### src/rtl/key_pkg.sv
// key_pkg: shared state encoding and default timing for key debouncers
package key_pkg;
  typedef enum logic [1:0] {
    IDLE         = 2'd0,
    PRESS_FILT   = 2'd1,
    PRESSED      = 2'd2,
    RELEASE_FILT = 2'd3
  } key_fsm_e;
  localparam logic [19:0] DEBOUNCE_MAX_DEF = 20'd999_999;
  localparam logic [5:0]  LONG_MAX_DEF     = 6'd49;
endpackage

### src/rtl/key_sync.sv
// key_sync: two-flop synchroniser with a parameterised reset level
module key_sync #(
  parameter logic RST_VAL = 1'b0
) (
  input  logic sys_clk,
  input  logic sys_rst,
  input  logic async_bit,
  output logic sync_bit
);
  logic meta;
  always_ff @(posedge sys_clk) begin
    if (sys_rst) {sync_bit, meta} <= {2{RST_VAL}};
    else {sync_bit, meta} <= {meta, async_bit};
  end
endmodule

### src/rtl/key_debounce_fsm.sv
// key_debounce_fsm: synchronised, debounced key with press/release/long-press pulses
module key_debounce_fsm
  import key_pkg::*;
#(
  parameter logic [19:0] DEBOUNCE_MAX   = DEBOUNCE_MAX_DEF,
  parameter logic [5:0]  LONG_MAX       = LONG_MAX_DEF,
  parameter logic        KEY_ACTIVE_LOW = 1'b1
) (
  input  logic sys_clk,
  input  logic sys_rst,
  input  logic key_in,
  output logic key_press,
  output logic key_release,
  output logic key_long,
  output logic key_state
);
  logic        key_lvl, pressed, long_done;
  logic [19:0] dbc_cnt, tick_cnt;
  logic [5:0]  hold_cnt;
  key_fsm_e    state;
  key_sync #(.RST_VAL(KEY_ACTIVE_LOW)) u_sync (
    .sys_clk  (sys_clk),
    .sys_rst  (sys_rst),
    .async_bit(key_in),
    .sync_bit (key_lvl)
  );
  assign pressed = key_lvl ^ KEY_ACTIVE_LOW;
  always_ff @(posedge sys_clk) begin
    if (sys_rst) begin
      state       <= IDLE;
      dbc_cnt     <= '0;
      tick_cnt    <= '0;
      hold_cnt    <= '0;
      long_done   <= 1'b0;
      key_press   <= 1'b0;
      key_release <= 1'b0;
      key_long    <= 1'b0;
      key_state   <= 1'b0;
    end else begin
      key_press   <= 1'b0;
      key_release <= 1'b0;
      key_long    <= 1'b0;
      unique case (state)
        IDLE:
          if (pressed) begin
            state   <= PRESS_FILT;
            dbc_cnt <= '0;
          end
        PRESS_FILT:
          if (!pressed) state <= IDLE;
          else if (dbc_cnt == DEBOUNCE_MAX) begin
            state     <= PRESSED;
            key_press <= 1'b1;
            key_state <= 1'b1;
            hold_cnt  <= '0;
            tick_cnt  <= '0;
          end else dbc_cnt <= dbc_cnt + 20'd1;
        PRESSED:
          if (!pressed) begin
            state   <= RELEASE_FILT;
            dbc_cnt <= '0;
          end else if (tick_cnt == DEBOUNCE_MAX) begin
            tick_cnt <= '0;
            if (hold_cnt != LONG_MAX) hold_cnt <= hold_cnt + 6'd1;
            // long_done survives release glitches so one press yields one long pulse
            if (hold_cnt == LONG_MAX - 6'd1 && !long_done) begin
              key_long  <= 1'b1;
              long_done <= 1'b1;
            end
          end else tick_cnt <= tick_cnt + 20'd1;
        RELEASE_FILT:
          if (pressed) begin
            state    <= PRESSED;
            tick_cnt <= '0;
          end else if (dbc_cnt == DEBOUNCE_MAX) begin
            state       <= IDLE;
            key_release <= 1'b1;
            key_state   <= 1'b0;
            long_done   <= 1'b0;
          end else dbc_cnt <= dbc_cnt + 20'd1;
      endcase
    end
  end
endmodule

### config.mk
export PLATFORM = sky130hd
export DESIGN_NAME = key_debounce_fsm
export DESIGN_NICKNAME = d
export VERILOG_FILES = /design/src/rtl/key_pkg.sv /design/src/rtl/key_sync.sv /design/src/rtl/key_debounce_fsm.sv
export SDC_FILE = /design/constraint.sdc
export NUM_CORES = 1
export LEC_CHECK = 0
export CORE_ASPECT_RATIO = 0.7
export CORE_MARGIN = 10
export CORE_UTILIZATION = 55
export CTS_CLUSTER_DIAMETER = 150
export CTS_CLUSTER_SIZE = 14
export DETAILED_ROUTE_END_ITERATION = 10
export GPL_TIMING_DRIVEN = 0
export HOLD_SLACK_MARGIN = 0.05
export PLACE_DENSITY = 0.77
export RECOVER_POWER = 100
export SLEW_MARGIN = 30
export SYNTH_ARGS = -nofsm -noshare
export SYNTH_HDL_FRONTEND = slang
export SYNTH_SLANG_ARGS = --single-unit
export TNS_END_PERCENT = 5
### constraint.sdc
create_clock -name sys_clk -period 2.2 [get_ports sys_clk]
set_input_delay 0.44 -clock sys_clk [delete_from_list [all_inputs] [get_ports sys_clk]]
set_output_delay 0.44 -clock sys_clk [all_outputs]
set_load 0.05 [all_outputs]
==> results_dict.tcl, run 1 <==
set metrics [dict create \
    post_layout_nonfiller_instances 441 \
    arrival_worst_endpoint_ns 2.43 \
    synth-edff-count 0 \
    worst_ir_drop_vdd_mv 0.252 \
    grt_start_max_net_pins 17 \
    place_area_sq_um 3070 \
    crit_path_end_kind "flop" \
    slew_headroom 0.612 \
    max_freq_ghz 0.456 \
    grt.total_usage 0.172 \
    criticalPathCategory "flop to flop" \
    core_area_sq_um 5170 \
    fillerInstances 453 \
    finalClockSkew_ns 0.00706 \
    floorplan.initialDensity 0.564 \
    rr_endpoint "dbc_cnt[10]" \
    leakage_uw 0.000993 \
    cts_hold_buf 0 \
    grt_overflow_total 0 \
    commonest_cells_post_synth "55 x dfxtp_1, 34 x a21oi_1, 27 x nand2_1, 18 x o21ai_0" \
    origin_of_the_critical_flop_to_flop_path "dbc_cnt[7]" \
    yosys_warnings 0 \
    crit_cells 7 \
    library_cell_with_the_highest_instance_count_after_synthesis "dfxtp_1" \
    whs_path_depth 1 \
    post-route-period-util 0.997 \
    worst_ep_required_time_ns 2.44 \
    syn_area_per_cell_sq_um 8.29 \
    syn-cell-area_sq_um 2920 \
    wire_length_reported_by_the_detailed_router_um 7680 \
    yosys_register_bits 55 \
    post_route_cells_drive_above_1_share 0.163 \
    timing.final.crit_period_ns 2.19 \
    status "finished clean" \
    final_area_sq_um 3350 \
    area_delta_synth_final_pct 14.7 \
    routedWlPerCell_um 17.4 \
    cts.sinks 55 \
    synth_top_cell_by_area "dfxtp_1" \
    cts_inserted_buffers 5 \
    grt_first_pass_wirelength_um 12500 \
    cp_cell_sequence "or4b_4 -> or3_4 -> o21ai_4 -> buf_6 -> buf_8 -> o31ai_1 -> a21oi_2" \
    number_of_global_route_vias_before_repair 2519 \
    buffer_ports.inserted 6 \
    detail_route.first_pass.iterations 5 \
    drc_errors 0 \
    initial_antenna_violation_count 0 \
    report.final.slew_viol_count 0 \
    report.final.setup_viol 0 \
    synth.distinct_cells 56 \
    clock_tree_buf_depth 2 \
    slowest_stage "or4b_4" \
    fp.dieH_um 80.9 \
    drtIter0Drc 311 \
    rsz_0062_raised_after_global_routing "true" \
    asyncSetResetFlopFracSynth 0 \
    worst_setup_hold_path_clk_slew_ns 0.10 \
    drv_cap 0 \
    tritoncts "done" \
    grt.met1_usage 0.266 \
    max_stage_delay_ns 0.59 \
    cts.htree.levels 2 \
    gr-usage-met3 0.0372 \
    hold_path_end "u_sync.sync_bit" \
    dominantRegCellSynth "dfxtp_1" \
    setup-tns-final_ns 0 \
    r2r_cells 7 \
    worst_skew_late_latency_ns 0.31 \
    grt-busiest-layer "met1" \
    post_drt_antenna_nets 0 \
    cp_max_fo 10 \
    dp_hpwl_um 5220 \
    rows 22 \
    worst_pin_slew_ns 0.579 \
    synth.yosys.seq_area_share 0.377 \
    setup.reg_to_reg.worst_slack_ns 0.007 \
    worst-path-buf-inv 2 \
    syn-num-nets 360 \
    route.vias.total 2892 \
    n_antenna_cell 0 \
    worstSetupStartpointType "flop" \
    synth.area.top_cells "dfxtp_1 38%, a21oi_1 5.8%, or4_1 4.4%, o31ai_1 3.9%, nand2_1 3.5%" \
    dp_cells 430 \
    crit_family "simple AND/OR/NAND/NOR gates" \
    number_of_vias_per_cell 6.56 \
    p_per_area_nw_per_um2 529 \
    grtUsageMet2 0.232 \
    post-synth-top-area-fraction 0.377 \
    finalCoreUtilization 0.647 \
    floorplan.die_area_sq_um 8670 \
    hold_class "flop to flop" \
    gp_routability_congestion 0.908 \
    min_from "u_sync.meta" \
    cts_root_buf "clkbuf_8" \
    fp.dieW_um 107 \
    nets 376 \
    postSynthCellCount 352 \
    design.portCount 7 \
    final-hold-violation-count 0 \
]
[power by group]
group | leakage (uW) | internal (uW) | total, uW | switching (uW)
clock | 0.0000612 | 369 | 687 | 319
combinational | 0.000484 | 24.2 | 81.0 | 56.8
sequential | 0.000448 | 999 | 1000 | 2.38
[worst max path at each step]
| stage | slack (ns) | start | endpoint |
|---|---|---|---|
| finish | 0.007 | dbc_cnt[7] | dbc_cnt[10] |
| global route | -0.12 | flop | hold_cnt[5] |
| CTS | -0.02 | dbc_cnt[11] | tick_cnt[14] |
| detailed placement | -0.33 | dbc_cnt[0] | tick_cnt[14] |
| global placement | -0.29 | dbc_cnt[0] | tick_cnt[14] |
| floorplan | 0.09 | dbc_cnt[0] | tick_cnt[11] |
[sequential cells by signal, summed over array words and instances (netlist names), named ones only]
name             count
state                1
dbc_cnt             20
hold_cnt             6
tick_cnt            20
key_long             1
u_sync.meta          1
key_state            1
u_sync.sync_bit      1
key_release          1
long_done            1
key_press            1
[through the flow]
stage / total power [uW] / setup WS [ns] / hold slack (ns)
after floorplan: 1070 / 0.0858 / 0.389
after global placement: 1100 / -0.288 / 0.391
after detailed placement: 1100 / -0.334 / 0.399
after CTS: 1770 / -0.0230 / 0.421
after global routing: 1830 / -0.117 / 0.454
final: 1770 / 0.00708 / 0.416
[cell type report]
type	count	area, sq um	area share
multi-input cells	263	1780	0.531
inverters	17	63.8	0.0191
clock inverters	2	35.0	0.0105
flip-flops and latches	55	1110	0.332
plain buffers	17	104	0.0310
well taps	72	90.1	0.0269
clock buffers	6	82.6	0.0247
repair buffers	9	82.6	0.0247
[cell families (layout without fill, tap and decap cells)]
kind of cell	Yosys count	in the layout	synth area share
buffers and inverters	34	51	0.0519
AOI/OAI and AO/OA	104	104	0.228
DFF	55	55	0.377
and+or+nand+nor	146	146	0.296
muxes	4	4	0.0137
adders and majority gates	5	5	0.0214
xor gates and xnor gates	4	4	0.0120
[per-layer routing]
metal | routed length, um | share of wire
met5 | 0 | 0
met4 | 65 | 0.0085
met3 | 599 | 0.078
met2 | 3130 | 0.41
met1 | 3880 | 0.51
[timing repair]
action,in CTS,in global routing
setup buffers,1,2
gates resized for setup,11,30
pin swaps,3,9
setup endpoints to repair,44,39
[cell usage in the layout (no fill, tap or decap), types with 3 or more instances in the layout]
master	n
a21oi_1	33
a21oi_2	5
a311oi_1	3
a31oi_1	6
and3_1	3
and4_1	5
buf_4	5
clkbuf_1	7
clkbuf_2	4
clkbuf_8	6
clkdlybuf4s50_1	3
dfxtp_1	47
dfxtp_2	8
dlygate4sd3_1	3
ha_1	3
inv_1	17
mux2i_1	4
nand2_1	27
nand3_1	13
nand4_1	13
nor2_1	17
nor3_1	5
nor3_2	3
nor4_1	4
nor4b_1	3
o2111ai_1	3
o21ai_0	18
o21ai_1	3
o22ai_1	3
o31ai_1	15
or2_2	5
or3_1	12
or4_1	15
[worst reg2reg max path, cell delays in order (launching register included)]
cell     delay (ns)
dfxtp_2        0.36
or4b_4         0.59
or3_4          0.44
o21ai_4        0.20
buf_6          0.18
buf_8          0.14
o31ai_1        0.10
a21oi_2        0.12
(Power assumes the default switching activity.)
==> inputs of run 2 (changes only) <==
TNS_END_PERCENT = 1   (was 5)
==> run 2 against run 1 <==
  * Via count about the same
  * Wire length fell by 0.49%
  * Register-to-register slack barely moved
  * Sequential power hardly changed
  * Combinational power decreased by 1%
  * Clock skew barely moved
  * Power is essentially flat
  * Worst hold slack is essentially flat
  * Maximum frequency decreased by 0.17%
  * Critical endpoint unchanged
==> results_dict.tcl, run 2 (synthesis results as in run 1) <==
set metrics [dict create \
    final_common_cell "dfxtp_1" \
    nets 376 \
    setup-tns-final_ns 0 \
    dp_hpwl_um 5220 \
    fillerInstances 452 \
    post_route_cells_drive_above_1_share 0.163 \
    setup.reg_to_reg.worst_slack_ns 0.003 \
    cts.htree.levels 2 \
    core_area_sq_um 5170 \
    finalClockSkew_ns 0.00734 \
    finalCoreUtilization 0.647 \
    crit_path_start "dbc_cnt[7]" \
    arrival_worst_endpoint_ns 2.43 \
    grt_first_pass_wirelength_um 12500 \
    post-route-period-util 0.999 \
    worst_ep_required_time_ns 2.44 \
    rows 22 \
    cts.sinks 55 \
    worstSetupStartpointType "flop" \
    status "finished clean" \
    detail_route.first_pass.iterations 5 \
    cts_root_buf "clkbuf_8" \
    leakage_uw 0.000993 \
    area_delta_synth_final_pct 14.8 \
    fin_ws_ns 0.00329 \
    n_antenna_cell 0 \
    number_of_vias_per_cell 6.56 \
    initial_antenna_violation_count 0 \
    buffer_ports.inserted 6 \
    cts_hold_buf 0 \
    max_freq_ghz 0.455 \
    grt.total_usage 0.172 \
    worst_setup_hold_path_clk_slew_ns 0.10 \
    floorplan.initialDensity 0.564 \
    report.final.slew_viol_count 0 \
    mostFrequentLayoutCells "47 x dfxtp_1, 33 x a21oi_1, 27 x nand2_1" \
    fp.dieH_um 80.9 \
    final-hold-violation-count 0 \
    rsz_0062_raised_after_global_routing "true" \
    post_drt_antenna_nets 0 \
    slew_headroom 0.624 \
    wire_length_reported_by_the_detailed_router_um 7640 \
    holdWs_ns 0.416 \
    floorplan.die_area_sq_um 8670 \
    worst_ir_drop_vdd_mv 0.252 \
    tritoncts "done" \
    origin_of_the_critical_flop_to_flop_path "dbc_cnt[7]" \
    report.final.setup_viol 0 \
    critical_path.endpoint "dbc_cnt[10]" \
    drv_cap 0 \
    drc_errors 0 \
    cp_max_fo 10 \
    fp.dieW_um 107 \
    r2r_cells 7 \
    routedWlPerCell_um 17.3 \
    crit_path_end_kind "flop" \
    drtIter0Drc 307 \
    gp_routability_congestion 0.908 \
    place_area_sq_um 3070 \
    design.portCount 7 \
    worst_skew_late_latency_ns 0.31 \
    rr_endpoint "dbc_cnt[10]" \
    number_of_global_route_vias_before_repair 2519 \
    p_per_area_nw_per_um2 529 \
    hold_class "flop to flop" \
    clock_tree_buf_depth 2 \
    worst_pin_slew_ns 0.564 \
    reg_top3 "dbc_cnt: 20 flops, tick_cnt: 20 flops, hold_cnt: 6 flops" \
    grt_overflow_total 0 \
    cts_inserted_buffers 5 \
    timing.final.crit_period_ns 2.20 \
    final_area_sq_um 3350 \
    post_placement_worst_setup_slack_ns -0.334 \
    route.vias.total 2891 \
    grt_start_max_net_pins 17 \
    criticalPathCategory "flop to flop" \
]
==> run 2: cell types whose count changed in the layout (fill, tap and decap cells not counted) <==
cell	delta
and2_4	+1
and2_2	-1
==> run 2: how the worst min path moves through the flow <==
stage / start / end / slack (ns) / depth (start not counted)
floorplan: u_sync.meta / u_sync.sync_bit / 0.39 / 1
global placement: u_sync.meta / u_sync.sync_bit / 0.39 / 1
detailed placement: u_sync.meta / u_sync.sync_bit / 0.40 / 1
CTS: u_sync.meta / u_sync.sync_bit / 0.42 / 1
global route: u_sync.meta / u_sync.sync_bit / 0.45 / 1
finish: u_sync.meta / u_sync.sync_bit / 0.42 / 1
==> run 2: report_power, final <==
| group | switching (uW) | leakage [uW] | internal, uW |
|---|---|---|---|
| clock | 320 | 0.0000612 | 369 |
| sequential | 2.44 | 0.000448 | 999 |
| combinational | 55.9 | 0.000484 | 24.2 |
==> run 2: through the flow <==
step                cells  total power (uW)
floorplan             352              1070
global placement      430              1100
detailed placement    430              1100
CTS                   439              1770
global route          441              1830
finish                441              1770
==> run 2: worst max-delay path, stage by stage, from the launching register on <==
cell and delay [ns]:
dfxtp_2 0.36, or4b_4 0.59, or3_4 0.44, o21ai_4 0.20
buf_6 0.18, buf_8 0.14, o31ai_1 0.10, a21oi_2 0.12
==> run 2: cell type report <==
cell class / instances / area [sq um] / share of cell area
clock inverter: 2 / 35.0 / 0.0105
timing repair buffer: 9 / 82.6 / 0.0247
buffer: 17 / 104 / 0.0310
inverter: 17 / 63.8 / 0.0191
clock buffer: 6 / 82.6 / 0.0247
tap: 72 / 90.1 / 0.0269
sequential: 55 / 1110 / 0.332
multi-input combinational: 263 / 1780 / 0.531
==> run 2: what timing repair did <==
action | CTS | global route
setup endpoints to repair | 44 | 37
gates resized for setup | 12 | 30
setup buffers | 1 | 2
pin swaps | 3 | 9
==> run 2: routing by layer <==
metal | part of all wire | GRT usage | up-vias
li1 | - | - | 1388
met1 | 0.50 | 0.266 | 1357
met2 | 0.40 | 0.232 | 132
met3 | 0.084 | 0.0372 | 14
met4 | 0.011 | 0.0404 | 0
met5 | 0 | 0 | -
==> inputs of run 3 (changes only) <==
CORE_UTILIZATION = 58   (was 55)
GPL_TIMING_DRIVEN = not set   (was 0)
PLACE_DENSITY = 0.76   (was 0.77)
clock period = 2.4 ns   (was 2.2 ns; I/O delays follow)
==> run 3 against run 2 <==
  * Count of clock-buffer cells in the layout grew 2
  * Critical endpoint is now tick_cnt[11]
  * Wire length shrank 7.0%
  * Core utilization grew 1.4 points
  * Non-clock buffer count shrank 6
  * Maximum frequency shrank 7.5%
  * Largest cell class unchanged
  * First-iteration DRC count grew 25%
  * Critical path depth is the same
  * Via count shrank 2.5%
  * Power shrank 13%
==> results_dict.tcl, run 3 (synthesis results as in run 1) <==
set metrics [dict create \
    dp_cells 424 \
    crit_path_start "dbc_cnt[0]" \
    route.vias.total 2820 \
    timing.final.crit_period_ns 2.37 \
    cts_root_buf "clkbuf_8" \
    floorplan.initialDensity 0.604 \
    floorplan.die_area_sq_um 8310 \
    crit_path_end_kind "flop" \
    n_antenna_cell 0 \
    cp_max_fo 11 \
    dp_hpwl_um 5130 \
    hold_class "flop to flop" \
    finalCoreUtilization 0.661 \
    grt_overflow_total 0 \
    slowest_stage "or4_1" \
    setup.reg_to_reg.worst_slack_ns 0.03 \
    cts.sinks 55 \
    finalClockSkew_ns 0.00746 \
    cp_cell_sequence "ha_1 -> nand3_2 -> or4_1 -> nor3_1 -> a311o_1 -> buf_4 -> o21ai_0" \
    final_common_cell "dfxtp_1" \
    reg_top3 "dbc_cnt: 20 flops, tick_cnt: 20 flops, hold_cnt: 6 flops" \
    leakage_uw 0.000957 \
    final_total_power_uw 1530 \
    crit_cells 7 \
    rows 21 \
    drv_cap 0 \
    drc_errors 0 \
    post_route_cells_drive_above_1_share 0.102 \
    tritoncts "done" \
    initial_antenna_violation_count 0 \
    mostFrequentLayoutCells "55 x dfxtp_1, 33 x a21oi_1, 27 x nand2_1" \
    detail_route.first_pass.iterations 5 \
    worst_ep_required_time_ns 2.60 \
    number_of_global_route_vias_before_repair 2466 \
    fillerInstances 440 \
    post_drt_antenna_nets 0 \
    grt_start_max_net_pins 28 \
    buffer_ports.inserted 6 \
    status "finished clean" \
    fp.dieW_um 105 \
    worst_skew_late_latency_ns 0.31 \
    worst-path-buf-inv 1 \
    setup-tns-final_ns 0 \
    drtIter0Drc 385 \
    post-route-period-util 0.989 \
    crit_family "simple AND/OR/NAND/NOR gates" \
    worst_ir_drop_vdd_mv 0.361 \
    critical_path.endpoint "tick_cnt[11]" \
    report.final.setup_viol 0 \
    slew_headroom 0.345 \
    worstSetupStartpointType "flop" \
    worst_setup_hold_path_clk_slew_ns 0.09 \
    fp.dieH_um 79.3 \
    report.final.slew_viol_count 0 \
    holdWs_ns 0.419 \
    final-hold-violation-count 0 \
    area_delta_synth_final_pct 9.61 \
    post_layout_nonfiller_instances 432 \
    gp_routability_congestion 0.908 \
    routedWlPerCell_um 16.4 \
    number_of_vias_per_cell 6.53 \
    rr_endpoint "tick_cnt[11]" \
    cts_inserted_buffers 5 \
    max_freq_ghz 0.421 \
    wire_length_reported_by_the_detailed_router_um 7110 \
    origin_of_the_critical_flop_to_flop_path "dbc_cnt[0]" \
    criticalPathCategory "flop to flop" \
    p_per_area_nw_per_um2 479 \
    max_stage_delay_ns 0.59 \
    grt.total_usage 0.170 \
    nets 370 \
    arrival_worst_endpoint_ns 2.57 \
    rsz_0062_raised_after_global_routing "true" \
    worst_pin_slew_ns 0.983 \
    cts.repair_timing.setup_buffer_count 0 \
    r2r_cells 7 \
    design.portCount 7 \
    cts.htree.levels 2 \
    core_area_sq_um 4830 \
    grt_first_pass_wirelength_um 12000 \
    clock_tree_buf_depth 2 \
]
run 3: worst min path at each step:
stage	start	to	slack, ns	cells after the start
6_report	u_sync.meta	u_sync.sync_bit	0.42	1
3_5_place_dp	u_sync.meta	u_sync.sync_bit	0.40	1
2_1_floorplan	u_sync.meta	u_sync.sync_bit	0.39	1
4_1_cts	u_sync.meta	u_sync.sync_bit	0.42	1
3_3_place_gp	u_sync.meta	u_sync.sync_bit	0.40	1
5_1_grt	u_sync.meta	u_sync.sync_bit	0.43	1
run 3: worst reg2reg max path: stages, from the launching register on:
cell     delay, ns
dfxtp_1       0.40
ha_1          0.23
nand3_2       0.14
or4_1         0.59
nor3_1        0.40
a311o_1       0.21
buf_4         0.19
o21ai_0       0.10
run 3: routing by layer:
metal  part of all wire  vias to the layer above  GRT usage
met1               0.49                     1316      0.247
met2               0.40                      120      0.234
met4              0.010                        0     0.0505
li1                   -                     1371          -
met3              0.099                       13     0.0476
met5                  0                        -          0
run 3: what timing repair did:
| action | in CTS | in global routing |
|---|---|---|
| endpoints found under the hold margin | 0 | 0 |
| gates resized for setup | 0 | 3 |
| setup endpoints to repair | 0 | 10 |
| hold buffers | 0 | 0 |
run 3: through the flow:
| stage | setup WS (ns) | area, sq um |
|---|---|---|
| floorplan | 0.286 | 2920 |
| global placement | 0.173 | 3090 |
| detailed placement | 0.0880 | 3090 |
| CTS | 0.0677 | 3190 |
| global route | -0.0396 | 3200 |
| finish | 0.0260 | 3200 |
run 3: area by class of cell:
cell class	count	area, sq um	share of cell area
clock buffer	8	100	0.0313
inverter	17	63.8	0.0200
multi-input combinational	263	1670	0.523
sequential	55	1100	0.344
tap	69	86.3	0.0270
timing repair buffer	20	174	0.0544
run 3: report_power, final:
part	total, uW	switching (uW)	internal [uW]
sequential	921	5.37	915
clock	548	285	264
combinational	63.1	42.5	20.6
